File: config.mk
export PLATFORM = sky130hd
export DESIGN_NAME = dla_reset_sequencer
export DESIGN_NICKNAME = d
export VERILOG_FILES = /design/src/rtl/dla_reset_seq_pkg.sv /design/src/rtl/dla_reset_align_lane.sv /design/src/rtl/dla_reset_sequencer.sv
export SDC_FILE = /design/constraint.sdc
export NUM_CORES = 1
export LEC_CHECK = 0
export CORE_UTILIZATION = 50
export DETAILED_ROUTE_END_ITERATION = 10
export HOLD_SLACK_MARGIN = 0.05
export PLACE_DENSITY = 0.68
export SYNTH_ARGS = -nofsm -noshare
export SYNTH_HDL_FRONTEND = slang
export SYNTH_HIERARCHICAL = 1
export SYNTH_SLANG_ARGS = --single-unit
File: constraint.sdc
create_clock -name clk -period 0.8 [get_ports clk]
set_clock_uncertainty 0.05 [all_clocks]
set_input_delay 0.16 -clock clk [delete_from_list [all_inputs] [get_ports clk]]
set_output_delay 0.16 -clock clk [all_outputs]
set_load 0.05 [all_outputs]
File: src/rtl/dla_reset_seq_pkg.sv
// Shared definitions for the reset sequencer.
//   - seq_state_e : sequencer FSM states
//   - DEF_*       : default parameter values used by dla_reset_sequencer
//   - max_int     : helper for constant width calculations
package dla_reset_seq_pkg;

  localparam int DEF_NUM_CHANNELS      = 4;
  localparam int DEF_META_STAGES       = 3;
  localparam int DEF_PIPE_STAGES       = 2;
  localparam int DEF_MIN_ASSERT_CYCLES = 16;
  localparam int DEF_RELEASE_GAP       = 8;

  typedef enum logic [1:0] {
    ST_HOLD    = 2'd0,
    ST_RELEASE = 2'd1,
    ST_RUN     = 2'd2,
    ST_SOFT    = 2'd3
  } seq_state_e;

  function automatic int max_int(input int a, input int b);
    return (a > b) ? a : b;
  endfunction

endpackage

File: src/rtl/dla_reset_align_lane.sv
// One reset channel: turns a release request into two aligned active-low
// resets.
//   clk            : clock
//   i_arst         : async clear of the async-output shift (active-high)
//   i_release      : release request from the sequencer (1 = release)
//   o_async_resetn : async assert, sync deassert
//   o_sync_resetn  : sync assert, sync deassert
// Both paths have the same depth and the same input, so they deassert on
// the same edge. The sync path has no reset at all: it asserts when zeros
// from the cleared release vector reach its end.
module dla_reset_align_lane #(
  parameter int META_STAGES = 3,
  parameter int PIPE_STAGES = 2
) (
  input  logic clk,
  input  logic i_arst,
  input  logic i_release,
  output logic o_async_resetn,
  output logic o_sync_resetn
);

  localparam int DEPTH = META_STAGES + PIPE_STAGES;

  // Bits [META_STAGES-1:0] form the synchronizer, the rest is retiming.
  logic [DEPTH-1:0] r_sync_sh;
  logic [DEPTH-1:0] r_async_sh;

  always_ff @(posedge clk) begin
    r_sync_sh <= {r_sync_sh[DEPTH-2:0], i_release};
  end

  always_ff @(posedge clk or posedge i_arst) begin
    if (i_arst) begin
      r_async_sh <= '0;
    end else begin
      r_async_sh <= {r_async_sh[DEPTH-2:0], i_release};
    end
  end

  assign o_sync_resetn  = r_sync_sh[DEPTH-1];
  assign o_async_resetn = r_async_sh[DEPTH-1];

endmodule

File: src/rtl/dla_reset_sequencer.sv
// Staged reset sequencer for NUM_CHANNELS reset domains.
//   clk              : clock
//   i_async_reset    : asynchronous active-high reset
//   i_soft_reset_req : single-cycle soft-reset request (honoured in RUN only)
//   o_soft_reset_ack : one-cycle pulse when a soft-reset sequence completes
//   o_async_resetn   : per channel, async assert / sync deassert
//   o_sync_resetn    : per channel, sync assert / sync deassert
//   o_reset_done     : high when every channel is released
// Channels are released one at a time in ascending order, RELEASE_GAP cycles
// apart, after all have been held for MIN_ASSERT_CYCLES.
module dla_reset_sequencer
  import dla_reset_seq_pkg::*;
#(
  parameter int NUM_CHANNELS      = DEF_NUM_CHANNELS,
  parameter int META_STAGES       = DEF_META_STAGES,
  parameter int PIPE_STAGES       = DEF_PIPE_STAGES,
  parameter int MIN_ASSERT_CYCLES = DEF_MIN_ASSERT_CYCLES,
  parameter int RELEASE_GAP       = DEF_RELEASE_GAP
) (
  input  logic                    clk,
  input  logic                    i_async_reset,
  input  logic                    i_soft_reset_req,
  output logic                    o_soft_reset_ack,
  output logic [NUM_CHANNELS-1:0] o_async_resetn,
  output logic [NUM_CHANNELS-1:0] o_sync_resetn,
  output logic                    o_reset_done
);

  localparam int CNT_W = $clog2(max_int(MIN_ASSERT_CYCLES, RELEASE_GAP) + 1);
  localparam logic [CNT_W-1:0] HOLD_LAST = CNT_W'(MIN_ASSERT_CYCLES - 1);
  localparam logic [CNT_W-1:0] GAP_LAST  = CNT_W'(RELEASE_GAP - 1);
  localparam logic [NUM_CHANNELS-1:0] CH0_BIT = NUM_CHANNELS'(1);

  // Internal reset synchronizer. The register name r_int_rst_sync is kept
  // stable so timing constraints can match it with a wildcard.
  logic [META_STAGES-1:0] r_int_rst_sync;
  logic                   r_int_reset;

  always_ff @(posedge clk or posedge i_async_reset) begin
    if (i_async_reset) begin
      r_int_rst_sync <= '1;
    end else begin
      r_int_rst_sync <= {r_int_rst_sync[META_STAGES-2:0], 1'b0};
    end
  end

  assign r_int_reset = r_int_rst_sync[META_STAGES-1];

  seq_state_e              r_state;
  seq_state_e              w_state_nxt;
  logic [CNT_W-1:0]        r_cnt;
  logic [CNT_W-1:0]        w_cnt_nxt;
  // Thermometer code: channels are released in ascending order, so bit k
  // set implies bits below k are set; the top bit marks the last release.
  logic [NUM_CHANNELS-1:0] r_rel;
  logic [NUM_CHANNELS-1:0] w_rel_nxt;
  logic                    r_soft_pend;
  logic                    w_soft_pend_nxt;
  logic                    r_ack;
  logic                    w_ack_nxt;
  logic                    r_reset_done;
  logic                    w_done_nxt;
  logic [NUM_CHANNELS-1:0] w_async_resetn;
  logic [NUM_CHANNELS-1:0] w_sync_resetn;

  always_ff @(posedge clk or posedge r_int_reset) begin
    if (r_int_reset) begin
      r_state      <= ST_HOLD;
      r_cnt        <= '0;
      r_rel        <= '0;
      r_soft_pend  <= 1'b0;
      r_ack        <= 1'b0;
      r_reset_done <= 1'b0;
    end else begin
      r_state      <= w_state_nxt;
      r_cnt        <= w_cnt_nxt;
      r_rel        <= w_rel_nxt;
      r_soft_pend  <= w_soft_pend_nxt;
      r_ack        <= w_ack_nxt;
      r_reset_done <= w_done_nxt;
    end
  end

  always_comb begin
    w_state_nxt     = r_state;
    w_cnt_nxt       = r_cnt;
    w_rel_nxt       = r_rel;
    w_soft_pend_nxt = r_soft_pend;
    w_ack_nxt       = 1'b0;
    unique case (r_state)
      ST_HOLD, ST_SOFT: begin
        w_rel_nxt = '0;
        if (r_cnt == HOLD_LAST) begin
          w_state_nxt = ST_RELEASE;
          w_cnt_nxt   = '0;
          w_rel_nxt   = CH0_BIT;
        end else begin
          w_cnt_nxt = r_cnt + CNT_W'(1);
        end
      end
      ST_RELEASE: begin
        if (r_rel[NUM_CHANNELS-1]) begin
          w_state_nxt     = ST_RUN;
          w_cnt_nxt       = '0;
          w_ack_nxt       = r_soft_pend;
          w_soft_pend_nxt = 1'b0;
        end else if (r_cnt == GAP_LAST) begin
          w_cnt_nxt = '0;
          w_rel_nxt = (r_rel << 1) | CH0_BIT;
        end else begin
          w_cnt_nxt = r_cnt + CNT_W'(1);
        end
      end
      ST_RUN: begin
        if (i_soft_reset_req) begin
          w_state_nxt     = ST_SOFT;
          w_cnt_nxt       = '0;
          w_rel_nxt       = '0;
          w_soft_pend_nxt = 1'b1;
        end
      end
      default: begin
        w_state_nxt = ST_HOLD;
        w_cnt_nxt   = '0;
        w_rel_nxt   = '0;
      end
    endcase
  end

  // After an async reset the sync outputs may still be flushing while the
  // FSM restarts, so done is only allowed once the release vector is full.
  // In SOFT the vector is already clear but the outputs are still released
  // until the zeros reach them.
  always_comb begin
    w_done_nxt = (&w_sync_resetn) & ((r_state == ST_SOFT) | (&r_rel));
  end

  for (genvar k = 0; k < NUM_CHANNELS; k++) begin : g_lane
    dla_reset_align_lane #(
      .META_STAGES (META_STAGES),
      .PIPE_STAGES (PIPE_STAGES)
    ) u_lane (
      .clk            (clk),
      .i_arst         (r_int_reset),
      .i_release      (r_rel[k]),
      .o_async_resetn (w_async_resetn[k]),
      .o_sync_resetn  (w_sync_resetn[k])
    );
  end

  assign o_async_resetn   = w_async_resetn;
  assign o_sync_resetn    = w_sync_resetn;
  assign o_soft_reset_ack = r_ack;
  assign o_reset_done     = r_reset_done;

endmodule
Word level (Yosys, flattened, before mapping)

Index checks and enable logic that the tools add are counted.

Register bits: 57
Word-level logic and storage cells: 56

Add/subtract/negate cells: 1
Equality and inequality tests: 10
Muxes and demuxes: 19
Bitwise gates (word level): 2
Reductions and logical operators: 8

Operator list:

| cell                                                 | number |
|---|---|
| 2-to-1 mux 5 bit                                     | 4 |
| one-hot mux 5 bit (3 select lines)                   | 1 |
| 2-to-1 mux 4 bit                                     | 3 |
| one-hot mux 4 bit (3 select lines)                   | 1 |
| != test 2 bit (second input constant)                | 5 |
| AND reduction 3 bit                                  | 3 |
| AND reduction 4 bit                                  | 2 |
| 2-to-1 mux 2 bit                                     | 3 |
| one-hot mux 2 bit (3 select lines)                   | 1 |
| adder 5 x 1 -> 5 bit (second input constant)         | 1 |
| equality test 5 x 3 -> 1 bit (second input constant) | 1 |
| equality test 5 x 4 -> 1 bit (second input constant) | 1 |
| 2-to-1 mux 1 bit                                     | 5 |
| equality test 2 bit (second input constant)          | 2 |
| equality test 2 x 1 -> 1 bit (second input constant) | 1 |
| logical NOT 2 bit                                    | 1 |
| one-hot mux 1 bit (2 select lines)                   | 1 |
| nonzero test 2 bit                                   | 1 |
| OR reduction 2 bit                                   | 1 |
| AND 1 bit                                            | 1 |
| bitwise OR 1 bit                                     | 1 |

Longest topological paths before layout

Gate-level depths: netlist of run 1.

Depth in word-level cells: 4
Mapped depth: 7
Mapped depth without buffers: 6

Modules after synthesis

The synthesis of run 1 kept the hierarchy.

Modules (own cells, without submodules):

| module               | instances | cells an instance | area an instance (µm²) | seq. area each (µm²) |
|---|---|---|---|---|
| dla_reset_sequencer  | 1         | 89                | 938.4                  | 429.2 |
| dla_reset_align_lane | 4         | 11                | 229.0                  | 225.2 |

Worst setup path before layout of run 1

No wires, ideal clock.

Path type: register -> register
Start point: register r_state[0]
End point: register r_rel[0]
Data arrival time: 1,442 ps
Setup slack: -817 ps
Stages on the path, launching flop included: 7
Buffers on the path: 1
Cell sequence: dfrtp_1 -> inv_1 -> ha_1 -> buf_2 -> nor3_1 -> a41o_1 -> mux2_2

Word-level cells in the longest chain between the ends: 3

RTL lines:

| element                                                                          | line                      | RTL |
|---|---|---|
| start, declared                                                                  | dla_reset_sequencer.sv:49 | `seq_state_e r_state;` |
| start signal, assigned                                                           | dla_reset_sequencer.sv:75 | `r_state <= w_state_nxt;` |
| equality test 2 bit (tied with other cells)                                      | dla_reset_sequencer.sv:90 | `unique case (r_state)` |
| OR reduction 2 bit / != test 2 bit (equally long branches)                       | n/a                       |  |
| one-hot mux 4 bit (3 select lines) / AND reduction 3 bit (equally long branches) | n/a                       |  |
| end signal, assigned                                                             | dla_reset_sequencer.sv:77 | `r_rel <= w_rel_nxt;` |
| end, declared                                                                    | dla_reset_sequencer.sv:55 | `logic [NUM_CHANNELS-1:0] r_rel;` |

Several ways; a longest one is shown, not always the timed one.
A chain may end at the register's enable or synchronous reset.

Final worst setup path of run 1

Ends and elaborated chain as after synthesis.

==> metrics, run 1 <==
minimum clock period 1590 ps; DRT iter0 DRCs 51; adder-cell share of the synthesized area 0.0405; top-count cell post-synth dfrtp_1; worst hold path type register to async pin; total gr overflow 0; hpwl dp 2.38 mm; Net count, final 204; cells along the critical path buf_12, ha_4, nand2b_4, nor3_2, a41o_1, mux2_2; ranking of synthesized cells by area dfrtp_1 (46%), dfxtp_1 (22%), dfstp_2 (4.3%); sequential cell area fraction in the yosys report 0.717; Clock Tree Buf Depth 2; clock latency on the worst-skew pair 320 ps; status complete, but fails checks; synthesized area per cell 13.9 µm²; CP max FO 5; Tot GR Track Use 0.237; synthesized area 1850 µm²; required time worst endpoint 950 ps; Synth top area share 0.459; CTS buffer count 9; initial antenna violation count 0; XOR/XNOR share of the synthesized area 0; static leakage 1.29 nW; share of cells above drive strength 1 0.550; via density per instance 5.30; metal3 WL 292 µm; Syn Inst Count 133; VDD IR-drop max 1.93 mV; worst setup margin -785 ps; Netlist cell types 39; P_sw 1.11 mW; switching part of the total 0.195; failing checks negative setup slack; Syn Nets 142; Clock Root Buffer clkbuf_8; final cell utilization of the core 0.836; flop-to-flop setup slack -790 ps; Commonest cells post-synth dfrtp_1 (34), dfxtp_1 (20), a21oi_1 (9), inv_1 (8), nand2_1 (7); Synth Area in Compound Gates 0.0803; final setup fails 30; crit start category register; pin count of the biggest net entering global routing 15; Synth Area in Simple Gates 0.110; # hold bufs at CTS 0; metal2 WL 2.43 mm; max_cap viols 0; critical-path cell with the highest stage delay dfrtp_2; mux contribution to synthesized area 0.0169; # rows 21; CTS tree built; Ys Warns 6; RSZ-0062 raised after global routing true; antenna cells 0; Seq cells post-synth 57; setup_tns -11,790 ps; Sinks on Clock Net 57; Worst Reg-to-Reg Cells 6; internal power 4.57 mW; WHS 128 ps; Max Freq 631 MHz; DIE AREA 3960 µm²; largest family of logic cells by synthesized area simple AND/OR/NAND/NOR gates; Antenna Nets Post-Route 0; drt drc 0; Clk pwr share 0.481; Post-synth EDFFs 0; Async SR Flop Fraction 0.649; PortBufs 12; reg2reg end r_rel[0]; routability cong. 0.808; vias in the first global route 1,414; Max Slew Vio Count 0; core area 3440 µm²; Routed wire per std cell 18.6 µm; final WL 4.58 mm; Pwr per Cell Area 1970 nW/µm²; Final Hold Fails 0; Pre-Repair DR Iteration Count 5; Critical Path Max Stage Delay 440 ps; first-pass GRT wire length 6.83 mm; Comb pwr share 0.012; Initial Util 0.539; Seq pwr share 0.507; die height 62.9 µm; Top Layer Used met4; Metal-1 WL 1.68 mm; DIE WIDTH 62.9 µm; Ports 13; CP Class register to register; clock slew at reported path FFs 60 ps; H-tree lvl count 3; Layout area overhead 55.3%; DR vias 1,304; area leader, netlist dfrtp_1; reg-to-reg startpoint r_state[0]; part of the cycle the worst path needs 1.98; critical path capture point type register; Worst EP arrival 1730 ps; main flop type after synthesis dfrtp_1
## critical path: cells and delay by family (launching register included)
family          cells  cell delay, ps
flops               1             440
mux                 1             290
compound gates      1             220
fa+ha+maj           1             180
buf+inv             1             140
simple gates        2             140
## power groups by stage
stage          Clock [mW]  Combinational (mW)  Sequential [mW]
6_report             2.73              0.0690             2.88
4_1_cts              2.76              0.0691             2.89
3_3_place_gp            0              0.0622             2.94
5_1_grt              2.94              0.0782             2.88
2_1_floorplan           0              0.0307             2.94
3_5_place_dp            0              0.0655             2.94
## per-stage QoR
stage                     cell area, µm²  setup slack, ps  power (mW)  instances
after floorplan                     1910             -697        2.97        133
after global placement              2360             -745        3.00        213
after detailed placement            2360             -774        3.01        213
after CTS                           2730             -717        5.72        237
after global routing                2880             -804        5.90        246
final                               2880             -785        5.67        246
## how the worst max path moves through the flow
stage / start / end / cells past startpoint
6_report: r_state[0] / r_rel[0] / 6
5_1_grt: r_state[0] / r_rel[0] / 5
3_3_place_gp: i_soft_reset_req / r_state[0] / 5
3_5_place_dp: i_soft_reset_req / r_state[0] / 5
4_1_cts: r_cnt[0] / r_cnt[3] / 5
2_1_floorplan: r_state[0] / r_rel[0] / 6
## what timing repair did
item / 4_1_cts / 5_1_grt
pin swaps: 9 / 8
resized for setup: 25 / 16
setup buffers: 9 / 9
endpoints found under the setup margin: 25 / 25
## sequential cells by signal, summed over array words and instances, names as in the netlist
name                      cells
g_lane.u_lane/r_async_sh     20
o_reset_done                  1
r_soft_pend                   1
r_rel                         4
r_int_rst_sync                3
r_state                       2
o_soft_reset_ack              1
g_lane.u_lane/r_sync_sh      20
r_cnt                         5
## cells in the final DEF, fill, tap and decap left out, types with 2 or more instances in the layout
master	n
a21oi_2	5
nand2b_4	2
buf_4	33
clkbuf_1	2
inv_2	2
dfxtp_4	2
inv_1	6
dfxtp_1	16
clkdlybuf4s50_1	2
dfxtp_2	2
dfstp_2	3
buf_12	12
ha_1	2
clkbuf_16	2
and3_4	2
dfrtp_1	33
nand2_1	4
nor2b_4	2
nor3_2	2
ha_4	4
a21oi_1	4
nor2_1	2
nand2_2	3
clkbuf_8	11
nand3b_1	2
mux2i_1	2
buf_6	9
## kinds of logic after synthesis
kind of cell / count (synthesis)
multiplexers: 3
buffers and inverters: 13
AO/OA/AOI/OAI: 23
adder cells (fa/ha/maj): 6
AND/OR/NAND/NOR: 30
other: 1
flip-flops: 57
## per-layer routing
layer | GRT usage | up-vias
li1 | - | 574
met4 | 0.134 | 0
met1 | 0.249 | 633
met2 | 0.409 | 67
met3 | 0.0821 | 30
met5 | 0 | -
## area by class of cell
cell class	count	area, µm²
flip-flops and latches	57	1340
multi-input cells	63	627
repair buffers	56	609
fillers	158	563
clock buffers	15	209
well taps	46	57.6
inverters	8	30.0
clock inverters	1	5.00
Power figures use the tool's default switching activity.
==> inputs of run 2 (changes only) <==
--- a/config.mk
+++ b/config.mk
@@ -5,10 +5,11 @@
 export SDC_FILE = /design/constraint.sdc
 export NUM_CORES = 1
 export LEC_CHECK = 0
-export CORE_UTILIZATION = 50
+export CORE_UTILIZATION = 55
 export DETAILED_ROUTE_END_ITERATION = 10
 export HOLD_SLACK_MARGIN = 0.05
-export PLACE_DENSITY = 0.68
+export PLACE_DENSITY = 0.73
+export SLEW_MARGIN = 0
 export SYNTH_ARGS = -nofsm -noshare
 export SYNTH_HDL_FRONTEND = slang
 export SYNTH_HIERARCHICAL = 1
==> run 2 against run 1 <==
Against the previous run: the flow still finishes with violations (negative setup slack); worst setup slack better by 11 ps; final area down 6.0%; die area down 8.8%; combinational power down 5.1%; global-route usage up 1.2 points; sequential share of layout area up 2.8 points; via count down 5.2%; maximum frequency up 0.67%; sequential cell count unchanged; first-iteration DRC count down 3.9%; clock power down 34%; highest routed layer unchanged.
==> metrics, run 2 (synthesis gave the netlist of run 1 again) <==
Max Freq 635 MHz (was 631 MHz); clock slew at reported path FFs 110 ps (was 60 ps); Critical Path Max Stage Delay 420 ps (was 440 ps); critical-path cell with the highest stage delay dfrtp_1 (was dfrtp_2); Pwr per Cell Area 1760 nW/µm² (was 1970 nW/µm²); status complete, but fails checks (unchanged); CTS buffer count 9 (unchanged); required time worst endpoint 1070 ps (was 950 ps); core area 3130 µm² (was 3440 µm²); setup_tns -12,070 ps (was -11,790 ps); Antenna Nets Post-Route 0 (unchanged); Ports 13 (unchanged); Sinks on Clock Net 57 (unchanged); clock latency on the worst-skew pair 400 ps (was 320 ps); PortBufs 12 (unchanged); Routed wire per std cell 16.7 µm (was 18.6 µm); Clock Tree Buf Depth 2 (unchanged); final setup fails 26 (was 30); DRT iter0 DRCs 49 (was 51); CP bufs+invs 0 (was 1); CP Class register to register (unchanged); pin count of the biggest net entering global routing 15 (unchanged); Worst EP arrival 1850 ps (was 1730 ps); minimum clock period 1570 ps (was 1590 ps); Tot GR Track Use 0.249 (was 0.237); hpwl dp 2.18 mm (was 2.38 mm); die height 60.1 µm (was 62.9 µm); routability cong. 0.825 (was 0.808); final non-filler cell area 2710 µm² (was 2880 µm²); Initial Util 0.593 (was 0.539); final WL 3.98 mm (was 4.58 mm); DIE WIDTH 60.1 µm (was 62.9 µm); Layout area overhead 46.0% (was 55.3%); static leakage 1.21 nW (was 1.29 nW); DIE AREA 3610 µm² (was 3960 µm²); Final Hold Fails 0 (unchanged); failing checks negative setup slack (unchanged); # rows 20 (was 21); CTS tree built (unchanged); Pre-Repair DR Iteration Count 4 (was 5); via density per instance 5.19 (was 5.30); Power Total 4.76 mW (was 5.67 mW); Net count, final 198 (was 204); first-pass GRT wire length 5.93 mm (was 6.83 mm); crit start category register (unchanged); DP Area 2360 µm² (about the same); most frequent cells in the layout dfrtp_1 (32), buf_4 (30), dfxtp_1 (16), buf_12 (11), clkbuf_4 (9) (was buf_4 (33), dfrtp_1 (33), dfxtp_1 (16), buf_12 (12), clkbuf_8 (11)); # hold bufs at CTS 0 (unchanged); worst hold path type input pin to async pin (was register to async pin); H-tree lvl count 3 (unchanged); CP max FO 4 (was 5); max_cap viols 0 (unchanged); RSZ-0062 raised after global routing true (unchanged); Max Slew Vio Count 0 (unchanged); leading cell type in the layout, fill and taps excluded dfrtp_1; share of cells above drive strength 1 0.526 (was 0.550); initial antenna violation count 0 (unchanged); worst setup margin -775 ps (was -785 ps); total gr overflow 0 (unchanged); delay-heaviest family, CP simple AND/OR/NAND/NOR gates (was flip-flops); part of the cycle the worst path needs 1.97 (was 1.98); antenna cells 0 (unchanged); drt drc 0 (unchanged); vias in the first global route 1,257 (was 1,414); cells along the critical path ha_4, and2b_1, and3_1, o311a_1, nor3_2 (was buf_12, ha_4, nand2b_4, nor3_2, a41o_1, mux2_2); critical path capture point type register (unchanged); final cell utilization of the core 0.865 (was 0.836); VDD IR-drop max 1.17 mV (was 1.93 mV); Clock Root Buffer clkbuf_4 (was clkbuf_8); DR vias 1,236 (was 1,304); Regs by FF count g_lane.u_lane/r_async_sh x20, g_lane.u_lane/r_sync_sh x20, r_cnt x5 (unchanged)
[run 2: cell count changes in the layout (fill, tap and decap cells not counted), sizes merged]
cell      before  now
clkinvlp       0    1
inv            8   11
clkbuf        15    9
clkinv         1    3
buf           54   48
[run 2: final timing paths]
kind / end / cells after the start / slack, ps / from
setup / recovery: r_cnt[3] / 5 / -770 / r_cnt[0]
hold / removal: r_int_rst_sync[2] / 2 / 90 / i_async_reset
setup reg to reg: r_cnt[3] / 5 / -770 / r_cnt[0]
hold reg to reg: g_lane[3].u_lane/r_async_sh[0] / 1 / 150 / r_int_rst_sync[2]
max in group asynchronous: r_state[0] / 2 / 300 / r_int_rst_sync[2]
min in group clk: g_lane[1].u_lane/r_sync_sh[2] / 0 / 280 / g_lane[1].u_lane/r_sync_sh[1]
[run 2: report_power, final]
part | internal [mW] | leakage (nW) | switching [mW]
clock network | 0.664 | 0.0672 | 1.15
registers | 2.88 | 0.580 | 0.00655
logic | 0.0229 | 0.561 | 0.0426
[run 2: what timing repair did]
| action | CTS | global route |
|---|---|---|
| gates resized for setup | 22 | 13 |
| setup endpoints to repair | 24 | 24 |
| pin swaps | 9 | 10 |
| buffers inserted | 7 | 5 |
| endpoints found under the hold margin | 0 | 0 |
| cloned | 0 | 0 |
[run 2: per-layer routing]
metal / global-route usage / vias up / wire length [µm]
met5: 0 / - / 0
met4: 0.136 / 0 / 150
met3: 0.0974 / 19 / 176
met2: 0.402 / 36 / 2160
met1: 0.283 / 613 / 1490
li1: - / 568 / -
[run 2: cell type report]
type                    instances  area, µm²
multi-input cells              63        618
well taps                      44       55.1
inverters                       8       30.0
fillers                       142        422
clock inverters                 7       53.8
clock buffers                   9       67.6
repair buffers                 50        544
flip-flops and latches         57       1340
[run 2: per-stage QoR]
| step | setup WS [ps] | std cells | hold WS (ps) |
|---|---|---|---|
| 6_report | -775 | 238 | 91.8 |
| 5_1_grt | -809 | 238 | 68.1 |
| 4_1_cts | -725 | 234 | 52.5 |
| 3_5_place_dp | -772 | 211 | 133 |
| 3_3_place_gp | -726 | 211 | 122 |
| 2_1_floorplan | -697 | 133 | 43.3 |
